`config.mk`:
```
export PLATFORM = sky130hd
export DESIGN_NAME = dsk_nibblizer
export DESIGN_NICKNAME = d
export VERILOG_FILES = /design/src/rtl/dsk_nibblizer.sv
export SDC_FILE = /design/constraint.sdc
export NUM_CORES = 2
export LEC_CHECK = 0
export ABC_AREA = 1
export CAP_MARGIN = 25
export CORE_ASPECT_RATIO = 1.4
export CORE_MARGIN = 2
export CORE_UTILIZATION = 45
export DETAILED_ROUTE_END_ITERATION = 7
export GPL_ROUTABILITY_DRIVEN = 0
export SETUP_SLACK_MARGIN = 0.1
export SYNTH_ARGS = -nofsm -noshare
export SYNTH_HDL_FRONTEND = slang
export SYNTH_SLANG_ARGS = --single-unit
```
`constraint.sdc`:
```
create_clock -name clk_sys -period 4.8 [get_ports clk_sys]
set_input_delay 1.2 -clock clk_sys [delete_from_list [all_inputs] [get_ports clk_sys]]
set_output_delay 1.2 -clock clk_sys [all_outputs]
set_load 0.02 [all_outputs]
```
`src/rtl/dsk_nibblizer.sv`:
```
// Disk track nibblizer: turns a 4096-byte logical track image into a
// 6656-byte GCR-encoded (6-and-2) track, written one byte per cycle into a track RAM.
//
// state | meaning
// ------+--------------------------------------------------------------
// IDLE  | waiting for start; latches track/volume/order on accept
// LOAD  | copies 256 bytes of the current logical sector into sec_buf
// EMIT  | produces the 416 bytes of the current physical sector
// NEXT  | advances to the next physical sector, or finishes after p=15
// DONE  | one-cycle done pulse, back to IDLE
module dsk_nibblizer (
    input  logic        clk_sys,
    input  logic        reset,
    input  logic        start,
    input  logic [5:0]  track,
    input  logic [7:0]  volume,
    input  logic        po_order,
    output logic [11:0] src_addr,
    input  logic [7:0]  src_data,
    output logic [12:0] nib_addr,
    output logic [7:0]  nib_data,
    output logic        nib_we,
    output logic        busy,
    output logic        done
);

    typedef enum logic [2:0] {
        S_IDLE,
        S_LOAD,
        S_EMIT,
        S_NEXT,
        S_DONE
    } state_t;

    localparam logic [7:0] GCR_TAB [64] = '{
        8'h96, 8'h97, 8'h9A, 8'h9B, 8'h9D, 8'h9E, 8'h9F, 8'hA6,
        8'hA7, 8'hAB, 8'hAC, 8'hAD, 8'hAE, 8'hAF, 8'hB2, 8'hB3,
        8'hB4, 8'hB5, 8'hB6, 8'hB7, 8'hB9, 8'hBA, 8'hBB, 8'hBC,
        8'hBD, 8'hBE, 8'hBF, 8'hCB, 8'hCD, 8'hCE, 8'hCF, 8'hD3,
        8'hD6, 8'hD7, 8'hD9, 8'hDA, 8'hDB, 8'hDC, 8'hDD, 8'hDE,
        8'hDF, 8'hE5, 8'hE6, 8'hE7, 8'hE9, 8'hEA, 8'hEB, 8'hEC,
        8'hED, 8'hEE, 8'hEF, 8'hF2, 8'hF3, 8'hF4, 8'hF5, 8'hF6,
        8'hF7, 8'hF9, 8'hFA, 8'hFB, 8'hFC, 8'hFD, 8'hFE, 8'hFF
    };

    localparam logic [3:0] DOS_MAP [16] = '{
        4'd0, 4'd7, 4'd14, 4'd6, 4'd13, 4'd5, 4'd12, 4'd4,
        4'd11, 4'd3, 4'd10, 4'd2, 4'd9, 4'd1, 4'd8, 4'd15
    };

    localparam logic [3:0] PO_MAP [16] = '{
        4'd0, 4'd8, 4'd1, 4'd9, 4'd2, 4'd10, 4'd3, 4'd11,
        4'd4, 4'd12, 4'd5, 4'd13, 4'd6, 4'd14, 4'd7, 4'd15
    };

    // Low two bits of a byte go into the aux nibble bit-reversed.
    function automatic logic [1:0] swap2(input logic [1:0] x);
        return {x[0], x[1]};
    endfunction

    state_t      state_q, state_d;
    logic [8:0]  cnt_q;
    logic [3:0]  phys_q;
    logic [12:0] base_q;
    logic [5:0]  trk_q;
    logic [7:0]  vol_q;
    logic        po_q;
    logic [5:0]  vprev_q;
    logic [7:0]  sec_buf [256];

    logic [3:0]  log_sec;
    logic [8:0]  k;
    logic [7:0]  ia;
    logic [7:0]  jb;
    logic [1:0]  b_lo, b_mid, b_hi;
    logic [5:0]  b_top;
    logic [5:0]  v_cur;
    logic [7:0]  hdr_val;
    logic [7:0]  hdr_chk;
    logic [7:0]  byte_cur;

    // State register.
    always_ff @(posedge clk_sys or posedge reset) begin
        if (reset) state_q <= S_IDLE;
        else       state_q <= state_d;
    end

    // Next-state and status outputs; start in DONE deliberately falls through to IDLE.
    always_comb begin
        state_d = state_q;
        busy    = 1'b0;
        done    = 1'b0;
        case (state_q)
            S_IDLE: if (start) state_d = S_LOAD;
            S_LOAD: begin
                busy = 1'b1;
                if (cnt_q == 9'd256) state_d = S_EMIT;
            end
            S_EMIT: begin
                busy = 1'b1;
                if (cnt_q == 9'd415) state_d = S_NEXT;
            end
            S_NEXT: begin
                busy = 1'b1;
                state_d = (phys_q == 4'd15) ? S_DONE : S_LOAD;
            end
            S_DONE: begin
                done    = 1'b1;
                state_d = S_IDLE;
            end
            default: state_d = S_IDLE;
        endcase
    end

    // Source address: logical sector in the top nibble, byte index below it.
    always_comb begin
        log_sec  = po_q ? PO_MAP[phys_q] : DOS_MAP[phys_q];
        src_addr = 12'd0;
        if (state_q == S_LOAD) src_addr = {log_sec, cnt_q[7:0]};
    end

    // Sector buffer fill; data arrives one cycle behind its address, hence cnt-1.
    always_ff @(posedge clk_sys) begin
        if (state_q == S_LOAD && cnt_q != 9'd0) sec_buf[cnt_q[7:0] - 8'd1] <= src_data;
    end

    // 6-bit pre-nibble v[k]: aux groups for k<86, top six bits of b[k-86] after.
    always_comb begin
        k     = cnt_q - 9'd70;
        ia    = k[7:0];
        jb    = k[7:0] - 8'd86;
        b_lo  = sec_buf[ia][1:0];
        b_mid = sec_buf[ia + 8'd86][1:0];
        b_hi  = (ia < 8'd84) ? sec_buf[ia + 8'd172][1:0] : 2'b00;
        b_top = sec_buf[jb][7:2];
        v_cur = (k < 9'd86) ? {swap2(b_hi), swap2(b_mid), swap2(b_lo)} : b_top;
    end

    // Byte for the current sector offset.
    always_comb begin
        hdr_chk = vol_q ^ {2'b00, trk_q} ^ {4'b0000, phys_q};
        case (cnt_q[2:1])
            2'd0:    hdr_val = vol_q;
            2'd1:    hdr_val = {2'b00, trk_q};
            2'd2:    hdr_val = {4'b0000, phys_q};
            default: hdr_val = hdr_chk;
        endcase

        byte_cur = 8'hFF;
        if (cnt_q < 9'd45)        byte_cur = 8'hFF;
        else if (cnt_q == 9'd45)  byte_cur = 8'hD5;
        else if (cnt_q == 9'd46)  byte_cur = 8'hAA;
        else if (cnt_q == 9'd47)  byte_cur = 8'h96;
        else if (cnt_q < 9'd56)   byte_cur = cnt_q[0] ? (hdr_val | 8'hAA)
                                                      : ((hdr_val >> 1) | 8'hAA);
        else if (cnt_q == 9'd56)  byte_cur = 8'hDE;
        else if (cnt_q == 9'd57)  byte_cur = 8'hAA;
        else if (cnt_q == 9'd58)  byte_cur = 8'hEB;
        else if (cnt_q < 9'd67)   byte_cur = 8'hFF;
        else if (cnt_q == 9'd67)  byte_cur = 8'hD5;
        else if (cnt_q == 9'd68)  byte_cur = 8'hAA;
        else if (cnt_q == 9'd69)  byte_cur = 8'hAD;
        else if (cnt_q < 9'd412)  byte_cur = GCR_TAB[v_cur ^ vprev_q];
        else if (cnt_q == 9'd412) byte_cur = GCR_TAB[vprev_q];
        else if (cnt_q == 9'd413) byte_cur = 8'hDE;
        else if (cnt_q == 9'd414) byte_cur = 8'hAA;
        else                      byte_cur = 8'hEB;
    end

    // Datapath: counters, latched parameters and the registered write port.
    always_ff @(posedge clk_sys or posedge reset) begin
        if (reset) begin
            cnt_q    <= 9'd0;
            phys_q   <= 4'd0;
            base_q   <= 13'd0;
            trk_q    <= 6'd0;
            vol_q    <= 8'd0;
            po_q     <= 1'b0;
            vprev_q  <= 6'd0;
            nib_we   <= 1'b0;
            nib_addr <= 13'd0;
            nib_data <= 8'd0;
        end else begin
            nib_we <= 1'b0;
            case (state_q)
                S_IDLE: begin
                    if (start) begin
                        trk_q  <= track;
                        vol_q  <= volume;
                        po_q   <= po_order;
                        phys_q <= 4'd0;
                        base_q <= 13'd0;
                        cnt_q  <= 9'd0;
                    end
                end
                S_LOAD: begin
                    vprev_q <= 6'd0;
                    cnt_q   <= (cnt_q == 9'd256) ? 9'd0 : cnt_q + 9'd1;
                end
                S_EMIT: begin
                    nib_we   <= 1'b1;
                    nib_addr <= base_q + {4'b0000, cnt_q};
                    nib_data <= byte_cur;
                    if (cnt_q >= 9'd70 && cnt_q < 9'd412) vprev_q <= v_cur;
                    cnt_q <= (cnt_q == 9'd415) ? 9'd0 : cnt_q + 9'd1;
                end
                S_NEXT: begin
                    phys_q <= phys_q + 4'd1;
                    base_q <= base_q + 13'd416;
                    cnt_q  <= 9'd0;
                end
                default: ;
            endcase
        end
    end

endmodule

```
== Word level (Yosys, flattened, before mapping) ==
Memory sizes are Yosys's and may differ from the RTL's.
Index checks and enable logic that the tools add are counted.
W data, S select, Z words.

* Add/subtract/negate cells: 9
* $lt $le $gt $ge: 10
* Equal/unequal tests: 25
* Multiplexer cells: 50
* Bitwise operators: 6
* Reductions and logical operators: 14

{| class="wikitable"
|+ Operators with widths
! kind !! count
|-
| $mux W8 || 18
|-
| $eq A9 B6 Y1 const B || 6
|-
| $eq A9 B9 Y1 const B || 5
|-
| $pmux W9 S4 || 1
|-
| $eq A9 B7 Y1 const B || 3
|-
| $mux W9 || 3
|-
| $pmux W13 S2 || 1
|-
| $mux W4 || 6
|-
| $pmux W8 S3 || 1
|-
| $mux W7 || 3
|-
| $lt A9 B6 Y1 const B || 2
|-
| $lt A9 B7 Y1 const B || 2
|-
| $ge A7 B7 Y1 const B || 2
|-
| $not A6 Y7 || 2
|-
| $add A13 B9 Y13 || 1
|-
| $add A13 B9 Y13 const B || 1
|-
| $mux W13 || 1
|-
| $mux W12 || 1
|-
| $mux W3 || 4
|-
| $mux W6 || 2
|-
| $pmux W3 S4 || 1
|-
| $pmux W6 S2 || 1
|-
| $add A9 B1 Y9 const B || 1
|-
| $ge A9 B7 Y1 const B || 1
|-
| 33 further kinds || 45
|}

* Bits in registers: 72
* Memory bits (writable): 2048
* ROM bits: 1152
* Bits of input ports: 26
* Memories: 5

{| class="wikitable"
|+ Memory list
! name !! depth !! width !! rd ports !! clocked after Yosys merged registers in !! write ports !! line !! RTL
|-
| sec_buf || 256 || 8 || 4 || 0 || 1 || 69 || <nowiki>logic [7:0] sec_buf [256];</nowiki>
|-
| (no name shown) || 64 || 8 || 1 || 0 || 0 || 164 || <nowiki>else if (cnt_q == 9'd412) byte_cur = GCR_TAB[vprev_q];</nowiki>
|-
| (no name shown) || 64 || 8 || 1 || 0 || 0 || 163 || <nowiki>else if (cnt_q < 9'd412) byte_cur = GCR_TAB[v_cur ^ vprev_q];</nowiki>
|-
| (no name shown) || 16 || 4 || 1 || 0 || 0 || 117 || <nowiki>log_sec = po_q ? PO_MAP[phys_q] : DOS_MAP[phys_q];</nowiki>
|-
| (no name shown) || 16 || 4 || 1 || 0 || 0 || 117 ||
|}

== Depth between registers and ports, before layout ==
An unclocked memory read counts as a cell.

* Word-level depth: 23
* Mapped depth: 40

== Worst setup path before layout ==
No wires, ideal clock.

* Path type: register to register
* Start point: register cnt_q[1]
* End point: register nib_data[4]
* Library setup time: 0.135 ns
* Arrival time: 4.780 ns
* Data required time: 4.665 ns
* Setup slack: -0.115 ns
* Stages on the path, launching flop included: 36
* Buffers on the path: 9
* Period minus slack after synthesis: 4.915 ns
* Cell sequence: dfrtp_1 -> buf_4 -> inv_2 -> buf_2 -> buf_2 -> buf_2 -> ha_1 -> inv_1 -> buf_2 -> buf_1 -> clkbuf_1 -> ha_1 -> a21oi_2 -> nand3b_1 -> nand2_1 -> buf_2 -> nand3_1 -> nand3_1 -> nand3_1 -> nand3_1 -> nand3_1 -> nand2_1 -> nand2_1 -> nand2_2 -> buf_6 -> nand2_1 -> o21ai_1 -> nand2_1 -> o21ai_0 -> nand2_1 -> nand2_1 -> nand2_1 -> nand2_1 -> a21oi_1 -> o21ai_1 -> a21oi_1

* Cells in the longest elaborated chain, start to end: 23

{| class="wikitable"
|+ RTL lines
! what !! line !! RTL
|-
| start: declaration || 62 || <nowiki>logic [8:0] cnt_q;</nowiki>
|-
| start signal: assignment || 198 || <nowiki>cnt_q <= (cnt_q == 9'd256) ? 9'd0 : cnt_q + 9'd1;</nowiki>
|-
| start signal: assignment || 205 || <nowiki>cnt_q <= (cnt_q == 9'd415) ? 9'd0 : cnt_q + 9'd1;</nowiki>
|-
| $sub A9 B7 Y9 || 129 || <nowiki>k = cnt_q - 9'd70;</nowiki>
|-
| $add A8 B8 Y8 || 134 || <nowiki>b_hi = (ia < 8'd84) ? sec_buf[ia + 8'd172][1:0] : 2'b00;</nowiki>
|-
| $mem_v2 Z256 W8 || n/a ||
|-
| $mux W2 || 134 ||
|-
| $mux W6 || 136 || <nowiki>v_cur = (k < 9'd86) ? {swap2(b_hi), swap2(b_mid), swap2(b_lo)} : b_top;</nowiki>
|-
| $xor A6 B6 Y6 || 163 ||
|-
| $not A6 Y7 (not written as such) || 163 ||
|-
| $mem_v2 Z64 W8 || n/a ||
|-
| [7 not listed] || n/a ||
|-
| $mux W8 || 158 || <nowiki>else if (cnt_q == 9'd58) byte_cur = 8'hEB;</nowiki>
|-
| $mux W8 || 157 || <nowiki>else if (cnt_q == 9'd57) byte_cur = 8'hAA;</nowiki>
|-
| $mux W8 || 156 || <nowiki>else if (cnt_q == 9'd56) byte_cur = 8'hDE;</nowiki>
|-
| $mux W8 || 154 || <nowiki>else if (cnt_q < 9'd56) byte_cur = cnt_q[0] ? (hdr_val | 8'hAA)</nowiki>
|-
| $mux W8 || 153 || <nowiki>else if (cnt_q == 9'd47) byte_cur = 8'h96;</nowiki>
|-
| $mux W8 || 152 || <nowiki>else if (cnt_q == 9'd46) byte_cur = 8'hAA;</nowiki>
|-
| $mux W8 || 151 || <nowiki>else if (cnt_q == 9'd45) byte_cur = 8'hD5;</nowiki>
|-
| $mux W8 * || 150 || <nowiki>if (cnt_q < 9'd45) byte_cur = 8'hFF;</nowiki>
|-
| end signal: assignment || 203 || <nowiki>nib_data <= byte_cur;</nowiki>
|-
| end: declaration || 21 || <nowiki>output logic [7:0] nib_data,</nowiki>
|}

Mark *: on every way between the ends. The rest lies on a longest branch, timed or not. The select of a mux whose other input is x is not followed.
A chain may end at the register's enable or synchronous reset.

== Worst setup path in the final report ==
* Start point: register cnt_q[1]
* End point: memory sec_buf[30][7], enable pin

* Cells in the longest elaborated chain, start to end: 4

{| class="wikitable"
|+ RTL lines
! what !! line
|-
| parallel branches: the longest is 4 deep, another holds $sub A8 B1 Y8 || n/a
|-
| end: declaration || 69
|}

Several ways; the timed one is not identified.

==> metrics.md <==
| Metric | Value |
|---|---|
| Slowest stage delay, CP | `0.83 ns` |
| Max-slew violations | `0` |
| Crit. End Element | `flop` |
| Sw Pwr | `7263 uW` |
| Die area | `0.2088 mm2` |
| Final setup fails | `0` |
| Post-synth top cells | `nand2_1 (2769), edfxtp_1 (2048), nand3_1 (1393), nor2_1 (598), buf_2 (288)` |
| Synth area leader | `edfxtp_1` |
| Crit path kind | `reg2reg` |
| Rel. slew slack | `19.13%` |
| Crit-path slowest cell | `nor2_1` |
| Initial core utilization | `45.29%` |
| Die height | `539.8 um` |
| Layout cells sized above 1 | `13.82%` |
| Seq pwr share | `56.0%` |
| CP arrival | `5.18 ns` |
| H-tree Lvls | `4` |
| Failing checks | `DRC` |
| Fin util | `53.23%` |
| Placed cell areas | `0.1008 mm2` |
| Total CTS buffers | `203` |
| Clock Sinks | `2115` |
| Number of antenna violations at the first check in global routing | `6` |
| Clock Tree Root | `clkbuf_16` |
| Simple-gate share of the synthesized area | `between 20% and 30%` |
| Post-DP HPWL | `210.0 mm` |
| Fmax | `0.2123 GHz` |
| Largest net degree at the start of global routing | `117` |
| Finished Cell Area | `approximately 0.11 mm2` |
| Core area | `around 0.2 mm2` |
| Overall Global Routing Usage | `29.41%` |
| Most instantiated library cell after synthesis | `nand2_1` |
| Comb pwr share | `1.1%` |
| Post-synth ARST share | `3.168%` |
| ANT nets after route | `0` |
| Top Ports | `62` |
| Clk_lat worst skew | `0.87 ns` |
| CTS Buffer Depth | `4` |
| Slew @ Worst Pin | `1.213 ns` |
| Worst Path Buf+Inv | `5` |
| # DRC | `2` |
| Grt total ovfl | `0` |
| Area Growth Syn to Fin | `17.54%` |
| Drt pass-1 iters | `8` |
| Critical path fanouts, max | `21` |
| Library cells used by synthesis | `60` |
| Drt via density | `around 5.8` |
| DR vias | `69912` |
| Clock power share | `42.9%` |
| Switching share of power | `20.07%` |
| Cell Rows | `196` |
| Synth Cell Area | `0.09229 mm2` |
| Post-synth EDFFs | `2048` |
| Top cells by area, synth | `edfxtp_1 (67%), nand2_1 (11%), nand3_1 (7.6%)` |
| Synth Area in Adders | `0.5830%` |
| Largest family of logic cells by synthesized area | `simple AND/OR/NAND/NOR gates` |
| Max VDD drop | `265.9 uV` |
| Final wirelength | `318.8 mm` |
| # Max-Cap Violations | `0` |
| Hold WC Path Type | `reg2reg` |
| Synth Net Count | `8662` |
| First-pass GRT wire length | `452.3 mm` |
| Synth Area in XOR/XNOR | `0.3105%` |
| Input/output buffers | `61` |
| Status | `finished with violations` |
| Yosys warns | `0` |
| WL/cell | `26.64 um` |
| Syn Inst Count | `8593` |
| Yosys reg bits | `between 2000 and 2500` |
| Yosys top cell area share | `about 67%` |
| Seq/Total Area, Yosys | `68.46%` |
| CP cell instances | `buf_6 > inv_6 > buf_4 > buf_4 > ha_1 > o21ai_0 > nor2_1 > nand2_1 > nor2_1 > xor2_1 > inv_1 > nor2_1 > nand2_1 > nor2_1` |
| Required time of the critical path | `5.27 ns` |
| Delay-heaviest family, CP | `simple AND/OR/NAND/NOR gates` |
| Startpoint Class | `flop` |
| Cell mode on critical path | `nor2_1` |
| Vias in the first global route | `67178` |
| Syn avg cell area | `10.74 um2` |
| Fin crit share | `98.14%` |
| CTS tree | `built` |
| Clock transition at path regs | `about 0.07 ns` |
| Minimum clock period | `4.711 ns` |
| Static Leakage | `slightly above 0.04 uW` |
| Mux cell area share after synthesis | `0%` |
| Internal power | `28920 uW` |
| Hold Vio Cnt, Final | `0` |
| Top FF cell, synth | `edfxtp_1` |
| Number of nets in the layout | `9211` |
| PwrDens | `approximately 330 mW/mm2` |
| RSZ-0062 raised after global routing | `yes` |
| Die X | `386.7 um` |
| Clk_skew | `0.04827 ns` |
| Compound-cell area share of the yosys netlist | `~4.1%` |
| DRT iter0 DRCs | `9017` |
-- layout by cell type, fill, tap and decap left out, types with 14 or more instances in the layout --
cell and count:
dfrtp_1 65, inv_2 19, ha_1 36, buf_12 105, nor2_1 571, inv_1 236, o211ai_1 63, or2_2 15
clkdlybuf4s50_1 53, nor3_1 17, buf_6 30, o21ai_1 16, clkinv_2 39, buf_4 626, edfxtp_1 2048, clkinv_1 38
o21ai_0 280, clkbuf_16 215, clkbuf_1 40, xor2_1 15, nand4_1 77, a21oi_1 219, nand3b_1 30, bufinv_16 14
nand3_1 1340, nand2_1 2750, nand2_2 32, nor2_2 26, nand3_2 49, and2_1 16
-- per-stage QoR --
stage / setup slack, ns / hold slack, ns / std cells / TNS [ns] / power (uW)
3_3_place_gp: -0.3011 / 0.4548 / 11559 / -0.9347 / 21040
6_report: 0.08926 / 0.4630 / 11969 / 0 / 36190
4_1_cts: 0.1094 / 0.4699 / 11933 / 0 / 36310
2_1_floorplan: 0.1148 / 0.4429 / 8593 / 0 / 20670
5_1_grt: -0.02389 / 0.5026 / 11966 / -0.04185 / 36990
3_5_place_dp: -0.2756 / 0.4554 / 11562 / -1.011 / 21050
-- layout make-up --
cell class,instances,area (um2)
Antenna cell,4,10.01
Clock buffer,248,5333
Clock inverter,107,918.4
Fill cell,17463,95310
Inverter,264,1045
Multi-Input combinational cell,5708,26180
Sequential cell,2115,63180
Tap cell,2673,3344
Timing Repair Buffer,849,8448
Timing Repair inverter,1,16.27
-- flip-flops by register name, summed over array words and instances (netlist names), 3 cells and up --
signal,flops
base_q,8
cnt_q,9
nib_addr,13
nib_data,8
phys_q,4
sec_buf,2048
state_q,3
trk_q,6
vol_q,8
vprev_q,6
-- worst paths after layout --
| path | from | depth (start not counted) | to | slack (ns) |
|---|---|---|---|---|
| max | cnt_q[1]$_DFFE_PP0P_ | 14 | sec_buf[30][7]$_DFFE_PP_ | 0.09 |
| max in group asynchronous | reset | 3 | trk_q[0]$_DFFE_PP0P_ | 3.05 |
| min in group asynchronous | reset | 2 | nib_data[7]$_DFFE_PP0P_ | 0.85 |
| min reg2reg | nib_data[7]$_DFFE_PP0P_ | 1 | nib_data[7]$_DFFE_PP0P_ | 0.46 |
| max reg2reg | cnt_q[1]$_DFFE_PP0P_ | 14 | sec_buf[30][7]$_DFFE_PP_ | 0.09 |
| min | nib_data[7]$_DFFE_PP0P_ | 1 | nib_data[7]$_DFFE_PP0P_ | 0.46 |
-- timing repair --
item | 4_1_cts | 5_1_grt
gates resized for setup | 27 | 159
hold buffers | 0 | 0
endpoints found under the setup margin | 7 | 134
pin swaps | 8 | 22
cloned | 2 | 10
setup buffers | 14 | 20
-- cell families after synthesis --
| logic type | after synthesis |
|---|---|
| compound gates | 678 |
| xor+xnor | 25 |
| buf+inv | 770 |
| flops | 2115 |
| fa+ha+maj | 43 |
| simple gates | 4962 |
-- metal layers --
layer	GRT usage, %	up-vias	wire [um]
li1	-	30996	-
met5	0	-	0
met1	35.42	33833	113800
met3	4.966	1090	28010
met2	47.98	3993	150900
met4	21.15	0	26110
-- power groups by stage --
stage	registers (uW)	logic [uW]	clock network [uW]
2_1_floorplan	20600	25.0	0
3_3_place_gp	20600	403	0
3_5_place_dp	20600	412	0
4_1_cts	20200	412	15700
5_1_grt	20200	437	16300
6_report	20200	415	15500
(Power assumes the default switching activity.)
